File: src/rtl/i2c_target.sv
// I2C target responder: oversampled, spike-filtered SCL/SDA, 7-bit address match,
// write bytes out on rx_*, read bytes fetched on tx_*. Open-drain SDA via sda_oe.
module i2c_target #(
    parameter logic [6:0] ADDR       = 7'h50,
    parameter int         FILTER_LEN = 3
) (
    input  logic       clk,
    input  logic       reset,
    input  logic       scl_in,
    input  logic       sda_in,
    output logic       sda_oe,
    output logic [7:0] rx_data,
    output logic       rx_valid,
    input  logic [7:0] tx_data,
    output logic       tx_req,
    output logic       busy,
    output logic       nack_rcvd
);

    localparam int CW = $clog2(FILTER_LEN + 1);

    typedef enum logic [2:0] {
        S_IDLE, S_ADDR, S_AACK, S_WR, S_WACK, S_RD, S_RACK, S_IGNORE
    } state_t;

    // Index 1 = SCL, index 0 = SDA.
    logic [1:0]         sync1, sync2, filt, filt_d;
    logic [1:0][CW-1:0] cnt;

    // NOTE: sequential state uses non-blocking assignments so every flop samples pre-edge values.
    always_ff @(posedge clk or negedge reset) begin
        if (!reset) begin
            sync1  <= '1;
            sync2  <= '1;
            filt   <= '1;
            filt_d <= '1;
            cnt    <= '0;
        end else begin
            sync1  <= {scl_in, sda_in};
            sync2  <= sync1;
            filt_d <= filt;
            for (int i = 0; i < 2; i++) begin
                if (sync2[i] == filt[i]) begin
                    cnt[i] <= '0;
                end else if (cnt[i] == CW'(FILTER_LEN - 1)) begin
                    filt[i] <= sync2[i];
                    cnt[i]  <= '0;
                end else begin
                    cnt[i] <= cnt[i] + 1'b1;
                end
            end
        end
    end

    logic scl_f, sda_f, scl_rise, scl_fall, start, stop;
    assign scl_f    = filt[1];
    assign sda_f    = filt[0];
    assign scl_rise =  filt[1] & ~filt_d[1];
    assign scl_fall = ~filt[1] &  filt_d[1];
    assign start    = scl_f & ~filt[0] &  filt_d[0];
    assign stop     = scl_f &  filt[0] & ~filt_d[0];

    state_t     state, state_n;
    logic [2:0] bit_cnt, bit_cnt_n;
    logic [7:0] shreg, shreg_n, rx_data_n;
    logic       rw, rw_n, byte_done, byte_done_n, sda_oe_n, busy_n;
    logic       rx_valid_n, tx_req_n, nack_n;

    always_ff @(posedge clk or negedge reset) begin
        if (!reset) begin
            state     <= S_IDLE;
            bit_cnt   <= '0;
            shreg     <= '0;
            rw        <= 1'b0;
            byte_done <= 1'b0;
            sda_oe    <= 1'b0;
            rx_data   <= '0;
            rx_valid  <= 1'b0;
            tx_req    <= 1'b0;
            nack_rcvd <= 1'b0;
            busy      <= 1'b0;
        end else begin
            state     <= state_n;
            bit_cnt   <= bit_cnt_n;
            shreg     <= shreg_n;
            rw        <= rw_n;
            byte_done <= byte_done_n;
            sda_oe    <= sda_oe_n;
            rx_data   <= rx_data_n;
            rx_valid  <= rx_valid_n;
            tx_req    <= tx_req_n;
            nack_rcvd <= nack_n;
            busy      <= busy_n;
        end
    end

    // NOTE: every output of this block gets a default first, so no path can infer a latch.
    always_comb begin
        state_n     = state;
        bit_cnt_n   = bit_cnt;
        shreg_n     = shreg;
        rw_n        = rw;
        byte_done_n = byte_done;
        sda_oe_n    = sda_oe;
        rx_data_n   = rx_data;
        busy_n      = busy;
        rx_valid_n  = 1'b0;
        tx_req_n    = 1'b0;
        nack_n      = 1'b0;

        if (start) begin
            state_n     = S_ADDR;
            bit_cnt_n   = '0;
            byte_done_n = 1'b0;
            sda_oe_n    = 1'b0;
            busy_n      = 1'b1;
        end else if (stop) begin
            state_n     = S_IDLE;
            byte_done_n = 1'b0;
            sda_oe_n    = 1'b0;
            busy_n      = 1'b0;
        end else begin
            case (state)
                S_ADDR, S_WR: begin
                    if (scl_rise) begin
                        shreg_n   = {shreg[6:0], sda_f};
                        bit_cnt_n = bit_cnt + 3'd1;
                        if (bit_cnt == 3'd7) begin
                            if (state == S_WR) begin
                                rx_data_n   = {shreg[6:0], sda_f};
                                rx_valid_n  = 1'b1;
                                byte_done_n = 1'b1;
                            end else if (shreg[6:0] == ADDR) begin
                                rw_n        = sda_f;
                                byte_done_n = 1'b1;
                            end else begin
                                state_n = S_IGNORE;
                            end
                        end
                    end else if (scl_fall && byte_done) begin
                        // ACK is driven during the low phase after the 8th bit.
                        byte_done_n = 1'b0;
                        sda_oe_n    = 1'b1;
                        state_n     = (state == S_WR) ? S_WACK : S_AACK;
                    end
                end
                S_AACK: begin
                    if (scl_rise) begin
                        tx_req_n = rw;
                    end else if (scl_fall) begin
                        bit_cnt_n = '0;
                        if (rw) begin
                            shreg_n  = tx_data;
                            sda_oe_n = ~tx_data[7];
                            state_n  = S_RD;
                        end else begin
                            sda_oe_n = 1'b0;
                            state_n  = S_WR;
                        end
                    end
                end
                S_WACK: begin
                    if (scl_fall) begin
                        sda_oe_n  = 1'b0;
                        bit_cnt_n = '0;
                        state_n   = S_WR;
                    end
                end
                S_RD: begin
                    // Bit 7 went out on entry; falls 1..7 present bits 6..0, the 8th releases.
                    if (scl_fall) begin
                        if (bit_cnt == 3'd7) begin
                            sda_oe_n  = 1'b0;
                            bit_cnt_n = '0;
                            state_n   = S_RACK;
                        end else begin
                            sda_oe_n  = ~shreg[6];
                            shreg_n   = {shreg[6:0], 1'b0};
                            bit_cnt_n = bit_cnt + 3'd1;
                        end
                    end
                end
                S_RACK: begin
                    if (scl_rise) begin
                        if (!sda_f) begin
                            tx_req_n = 1'b1;
                        end else begin
                            nack_n  = 1'b1;
                            state_n = S_IGNORE;
                        end
                    end else if (scl_fall) begin
                        shreg_n   = tx_data;
                        sda_oe_n  = ~tx_data[7];
                        bit_cnt_n = '0;
                        state_n   = S_RD;
                    end
                end
                default: ;
            endcase
        end
    end

endmodule

File: config.mk
export PLATFORM = sky130hd
export DESIGN_NAME = i2c_target
export DESIGN_NICKNAME = d
export VERILOG_FILES = /design/src/rtl/i2c_target.sv
export SDC_FILE = /design/constraint.sdc
export NUM_CORES = 1
export LEC_CHECK = 0
export ABC_AREA = 1
export BUFFER_PORTS_ARGS = -buffer_cell sky130_fd_sc_hd__buf_2
export CELL_PAD_IN_SITES_DETAIL_PLACEMENT = 1
export CELL_PAD_IN_SITES_GLOBAL_PLACEMENT = 1
export CORE_MARGIN = 5
export CORE_UTILIZATION = 35
export CTS_CLUSTER_DIAMETER = 40
export DETAILED_ROUTE_END_ITERATION = 12
export PLACE_DENSITY = 0.75
export SYNTH_ARGS = -nofsm -noshare
export SYNTH_HDL_FRONTEND = slang
export SYNTH_SLANG_ARGS = --single-unit
File: constraint.sdc
create_clock -name clk -period 2.15 [get_ports clk]
set_clock_uncertainty 0.05 [all_clocks]
set_input_delay 0.215 -clock clk [delete_from_list [all_inputs] [get_ports clk]]
set_output_delay 0.215 -clock clk [all_outputs]
set_load 0.01 [all_outputs]
==> flow_summary.ini, run 1 <==
[clock_tree]
cts_setup_buffers = 0
cts.clk_slew.worst_paths_ns = 0.09
cts_buffers = 5
cts_root_buffer = clkbuf_8
cts_max_path_buffers = 2
htreeDepth = 2
cts.sinks = 40
clk_latency_ns = 0.30
cts_tree = done

[synth]
synth_area_leader_cell = dfrtp_1
synthTopCellsByArea = dfrtp_1, nand2_1, dfstp_2, nand3_1, nor2_1
mappedNetlistArea_sq_um = 2323
synth_nets = 307
synth-edff-count = 0
ys_seq_area_frac = 0.4351
synthDistinctLibCells = 33
synthFlopType = dfrtp_1
ys_seq_elements = 40
synthArstFlopShare = 1.000
netlist_instances = 291
syn_area_per_cell_sq_um = 7.984
yosysWarnings = 0
netlist.area_leader.share = 0.3446

[route]
via_per_inst = 4.908
wl_per_cell_um = 14.22
drtAntennaViolNets = 0
drt_iter0_drc = 82
firstDrtPassIters = 4
drt-total-wl_um = 5702
vias = 1968
drc = 0

[timing]
relSlewSlack = 0.6483
setup_tns_ns = 0
tightestPinTransition_ns = 0.5240
hold_viol = 0
fmax_mhz = 516.7
setup_viol = 0
rsz0062_at_grt = no
slew_viol_final = 0
finalCriticalPeriod_ns = 1.935
period_share = 0.9002

[cells_and_area]
num-fill-cells = 802
layout_commonest_cell = nand2_1
regArea_sq_um = 1011
final_cell_mix = nand2_1, dfrtp_1, nor2_1
drive_gt1_frac = 0.2623
multi_input_area_sq_um = 1124
antenna_cells = 0
final_nets = 339
final_util = 0.4154
syn_to_final_growth_pct = 14.16
final_cells = 401

[global_route]
gr-usage-all-layers = 0.1483
grt-ovfl-total = 0
grt_pass1_vias = 2125
grt_max_degree = 17
antenna_found_initial = 0
grt_pass1_wl_um = 10200

[floorplan]
io_pins = 25
dieArea_sq_um = 8368
fp.dieH_um = 91.48
rows = 29
core_area_sq_um = 6386
initial_core_util = 0.3638
die_x_um = 91.48

[place]
placedCellCount = 390
io_buffers = 24
gp_congestion = 0.9153
dp_hpwl_um = 4457

[critical_path]
crit_fanout = 8
crit_arrival_ns = 2.12
reg2reg_depth = 10
crit_start = filt[1]
start_kind = flop
r2r_end = state[0]
end_kind = flop
critPathKind = flop to flop
worstPathRequired_ns = 2.33
cp-endpoint = state[0]
reg2reg_slack_ns = 0.21
r2r-start = filt[1]

[outcome]
outcome = finished, final reports clean

[worst_hold_path]
whs_path_depth = 5
hold_class = input port to flop

[pwr]
p_total_mw = 4.271
p_leak_nw = 1.335
power_density_nw_per_um2 = 1610
vdd_drop_max_uv = 593.9

[flow_run]
drv_cap = 0
stage by stage:
stage                     instance area [sq um]  worst slack, ns  hold WS, ns
after detailed placement                   2509           0.1342      0.09344
after floorplan                            2323           0.4073      -0.1306
after CTS                                  2650           0.1137       0.2070
after global placement                     2509           0.1967      0.08374
after global routing                       2653          0.03138       0.2289
final                                      2653           0.2146       0.2019
kinds of logic after synthesis:
logic type / Yosys count / share of synthesized area
buffers and inverters: 38 / 0.08239
flip-flops: 40 / 0.4351
AO/OA/AOI/OAI: 38 / 0.1120
AND/OR/NAND/NOR: 169 / 0.3414
adder cells (fa/ha/maj): 4 / 0.02154
XOR/XNOR: 2 / 0.007540
critical path, cell delays in order, from the launching register on:
cell and delay [ns]:
dfstp_2 0.66, inv_1 0.09, ha_1 0.31, o21bai_1 0.16, nand2_1 0.06, nand3_1 0.07, nand2_1 0.09, inv_1 0.05
nor2_1 0.17, nand3_1 0.10, nand2_1 0.07
sequential cells by signal, indices dropped and copies added (netlist names):
signal	cells
rx_data	8
shreg	7
cnt	4
bit_cnt	3
state	3
filt	2
filt_d	2
sync1	2
sync2	2
busy	1
byte_done	1
nack_rcvd	1
rw	1
rx_valid	1
sda_oe	1
tx_req	1
report_power, final:
part           internal, mW  leakage [nW]  switching (mW)
clock network         0.344        0.0541           0.278
logic                 0.829         0.773            1.54
registers              1.01         0.507           0.273
total                  2.18          1.33            2.09
how the worst min path moves through the flow:
| stage | startpoint | end | slack, ns |
|---|---|---|---|
| final | tx_data[3] | shreg[3] | 0.20 |
| after floorplan | reset | bit_cnt[0] | -0.13 |
| after global routing | tx_data[2] | shreg[2] | 0.23 |
| after detailed placement | reset | rx_data[4] | 0.09 |
| after global placement | reset | rx_data[4] | 0.08 |
| after CTS | tx_data[3] | shreg[3] | 0.21 |
cells in the mapped netlist, types with 5 or more instances:
| cell | instances |
|---|---|
| buf_6 | 6 |
| inv_1 | 23 |
| nand2_1 | 85 |
| nand2_2 | 5 |
| nand3_1 | 26 |
| nor2_1 | 28 |
| nor2_2 | 5 |
| inv_2 | 6 |
| dfrtp_1 | 32 |
| nor3_1 | 6 |
| dfstp_2 | 8 |
| o21ai_0 | 15 |
| o21ai_2 | 8 |
final cells by class:
class | instances | share of cell area
multi-input cells | 213 | 0.4236
flip-flops and latches | 40 | 0.3811
repair buffers | 33 | 0.07358
inverters | 30 | 0.04340
well taps | 77 | 0.03632
clock buffers | 5 | 0.02594
clock inverters | 3 | 0.01604
repair_timing:
action / CTS / global route
endpoints found under the setup margin: 0 / 3
hold endpoints to repair: 14 / 0
hold buffers: 3 / 0
resized for setup: 0 / 1
routing by layer:
layer | track usage | vias to the layer above | wire, um
met4 | 0.05134 | 0 | 109
met2 | 0.2399 | 37 | 2669
li1 | - | 997 | -
met5 | 0 | - | 0
met3 | 0.03719 | 10 | 237
met1 | 0.1920 | 924 | 2685
(Power assumes the default switching activity.)
==> run 2: changes to the inputs <==
Settings changed: BUFFER_PORTS_ARGS -buffer_cell sky130_fd_sc_hd__buf_2 to not set, DONT_BUFFER_PORTS set to 1, PLACE_DENSITY 0.75 to 0.71.
==> run 2 against run 1 <==
Compared with the run above: setup slack gained 0.057 ns; clock power is 16% lower; combinational power about the same; final area shrank 4.2%; clock-buffer cell count is 2 higher; largest power group unchanged; global-route usage fell by 0.18 points; critical path depth stayed put.
==> flow_summary.ini, run 2 (same netlist as run 1, synthesis figures left out) <==
[clock_tree]
htreeDepth = 2
cts_setup_buffers = 0
cts_tree = done
cts_root_buffer = clkbuf_8
cts_max_path_buffers = 2
cts.sinks = 40
cts.clk_slew.worst_paths_ns = 0.08
cts_buffers = 5
clk_latency_ns = 0.29

[floorplan]
die_x_um = 91.48
core_area_sq_um = 6386
io_pins = 25
initial_core_util = 0.3638
dieArea_sq_um = 8368
fp.dieH_um = 91.48
rows = 29

[critical_path]
crit_arrival_ns = 2.01
critPathTopFamily = flip-flops
r2r-start = filt[1]
cpPeakStageDelay_ns = 0.60
start_kind = flop
crit_slowest_cell = dfstp_2
r2r_end = state[1]
crit_fanout = 9
critPathKind = flop to flop
crit_cells = 10
path_buf_inv = 2
cp-endpoint = state[1]
crit_top_cell = nand2_1
worstPathRequired_ns = 2.28
crit_start = filt[1]
reg2reg_depth = 10
end_kind = flop
path_cells = ha_2, inv_1, o21bai_1, nand2_1, nand3_1, nand2_1, inv_1, nor2_1, nand3_1, nand2_1
reg2reg_slack_ns = 0.27

[flow_run]
drv_cap = 0

[timing]
period_share = 0.8735
finalCriticalPeriod_ns = 1.878
fmax_mhz = 532.5
fin_ws_ns = 0.2719
setup_tns_ns = 0
slew_viol_final = 0
tightestPinTransition_ns = 0.5554
relSlewSlack = 0.6272
setup_viol = 0
rsz0062_at_grt = no
hold_viol = 0
hold_ws_ns = 0.1389

[pwr]
p_comb_frac = 0.573
clkPwrFrac = 0.124
power_switching_mw = 2.074
vdd_drop_max_uv = 499.0
swShare = 0.4943
power_density_nw_per_um2 = 1651
p_leak_nw = 1.226
internal_power_mw = 2.122
pwr-share-seq = 0.303
p_total_mw = 4.196

[cells_and_area]
num-fill-cells = 784
drive_gt1_frac = 0.2053
top_regs = rx_data x8, shreg x7, cnt x4
antenna_cells = 0
final_cell_mix = nand2_1, dfrtp_1, nor2_1
layout_commonest_cell = nand2_1
syn_to_final_growth_pct = 9.424
largest_register_ffs = 8
final_cell_area_sq_um = 2542
max_flop_register = rx_data
final_nets = 317

[global_route]
grt_max_degree = 41
grt_pass1_vias = 1982
antenna_found_initial = 0
grt-ovfl-total = 0
grt_pass1_wl_um = 9998
gr-usage-all-layers = 0.1465

[place]
post-place-ws_ns = 0.1715
gp_congestion = 0.9083
place_area_sq_um = 2396
dp_hpwl_um = 4339
io_buffers = 0

[outcome]
outcome = finished, final reports clean

[route]
vias = 1866
firstDrtPassIters = 4
drtAntennaViolNets = 0
drc = 0
wl_per_cell_um = 15.03
via_per_inst = 4.923
drt-total-wl_um = 5695
drt_iter0_drc = 84

[worst_hold_path]
hold_class = input port to flop
-- run 2: cell count changes in the layout (fill, tap and decap cells not counted), sizes merged --
cell,change
buf,-22
clkbuf,+2
bufinv,-1
clkinv,-1
-- run 2: through the flow --
step | utilization | instances
final | 0.3981 | 379
after global routing | 0.3981 | 379
after CTS | 0.3977 | 379
after detailed placement | 0.3752 | 367
after global placement | 0.3752 | 367
after floorplan | - | 291
-- run 2: power groups by stage --
stage / sequential [mW] / clock, mW / combinational, mW
2_1_floorplan: 1.14 / 0 / 1.98
3_3_place_gp: 1.28 / 0 / 2.36
3_5_place_dp: 1.29 / 0 / 2.39
4_1_cts: 1.28 / 0.549 / 2.43
5_1_grt: 1.31 / 0.587 / 2.76
6_report: 1.27 / 0.521 / 2.40
-- run 2: routing by layer --
metal  track usage  wire [um]  up-vias
met4       0.03301         53        0
met2        0.2458       2727       32
met3       0.03388        244        4
met1        0.1913       2670      876
met5             0          0        -
li1              -          -      954
-- run 2: what timing repair did --
action / 4_1_cts / 5_1_grt
endpoints found under the setup margin: 0 / 1
hold buffers: 4 / 0
gates resized for setup: 0 / 1
hold endpoints to repair: 42 / 0
-- run 2: worst min-delay path by stage --
stage / from / cells past startpoint / slack (ns) / end
final: tx_data[3] / 4 / 0.14 / shreg[3]
after global routing: tx_data[3] / 4 / 0.14 / shreg[3]
after CTS: tx_data[3] / 4 / 0.14 / shreg[3]
after detailed placement: reset / 0 / -0.13 / rx_data[4]
after global placement: reset / 0 / -0.13 / rx_data[4]
after floorplan: reset / 0 / -0.13 / bit_cnt[0]
-- run 2: final cells by class --
class | instances | area, sq um | area share
Clock buffer | 7 | 86.33 | 0.03396
Clock inverter | 1 | 7.507 | 0.002953
Inverter | 30 | 115.1 | 0.04528
Multi-Input combinational cell | 213 | 1124 | 0.4419
Sequential cell | 40 | 1011 | 0.3976
Tap cell | 77 | 96.34 | 0.03789
Timing Repair Buffer | 11 | 102.6 | 0.04035
-- run 2: tightest hold or removal path: stages --
cell,delay (ns)
nand2_1,0.03
o21ai_0,0.07
nand3_1,0.08
nand2_1,0.06
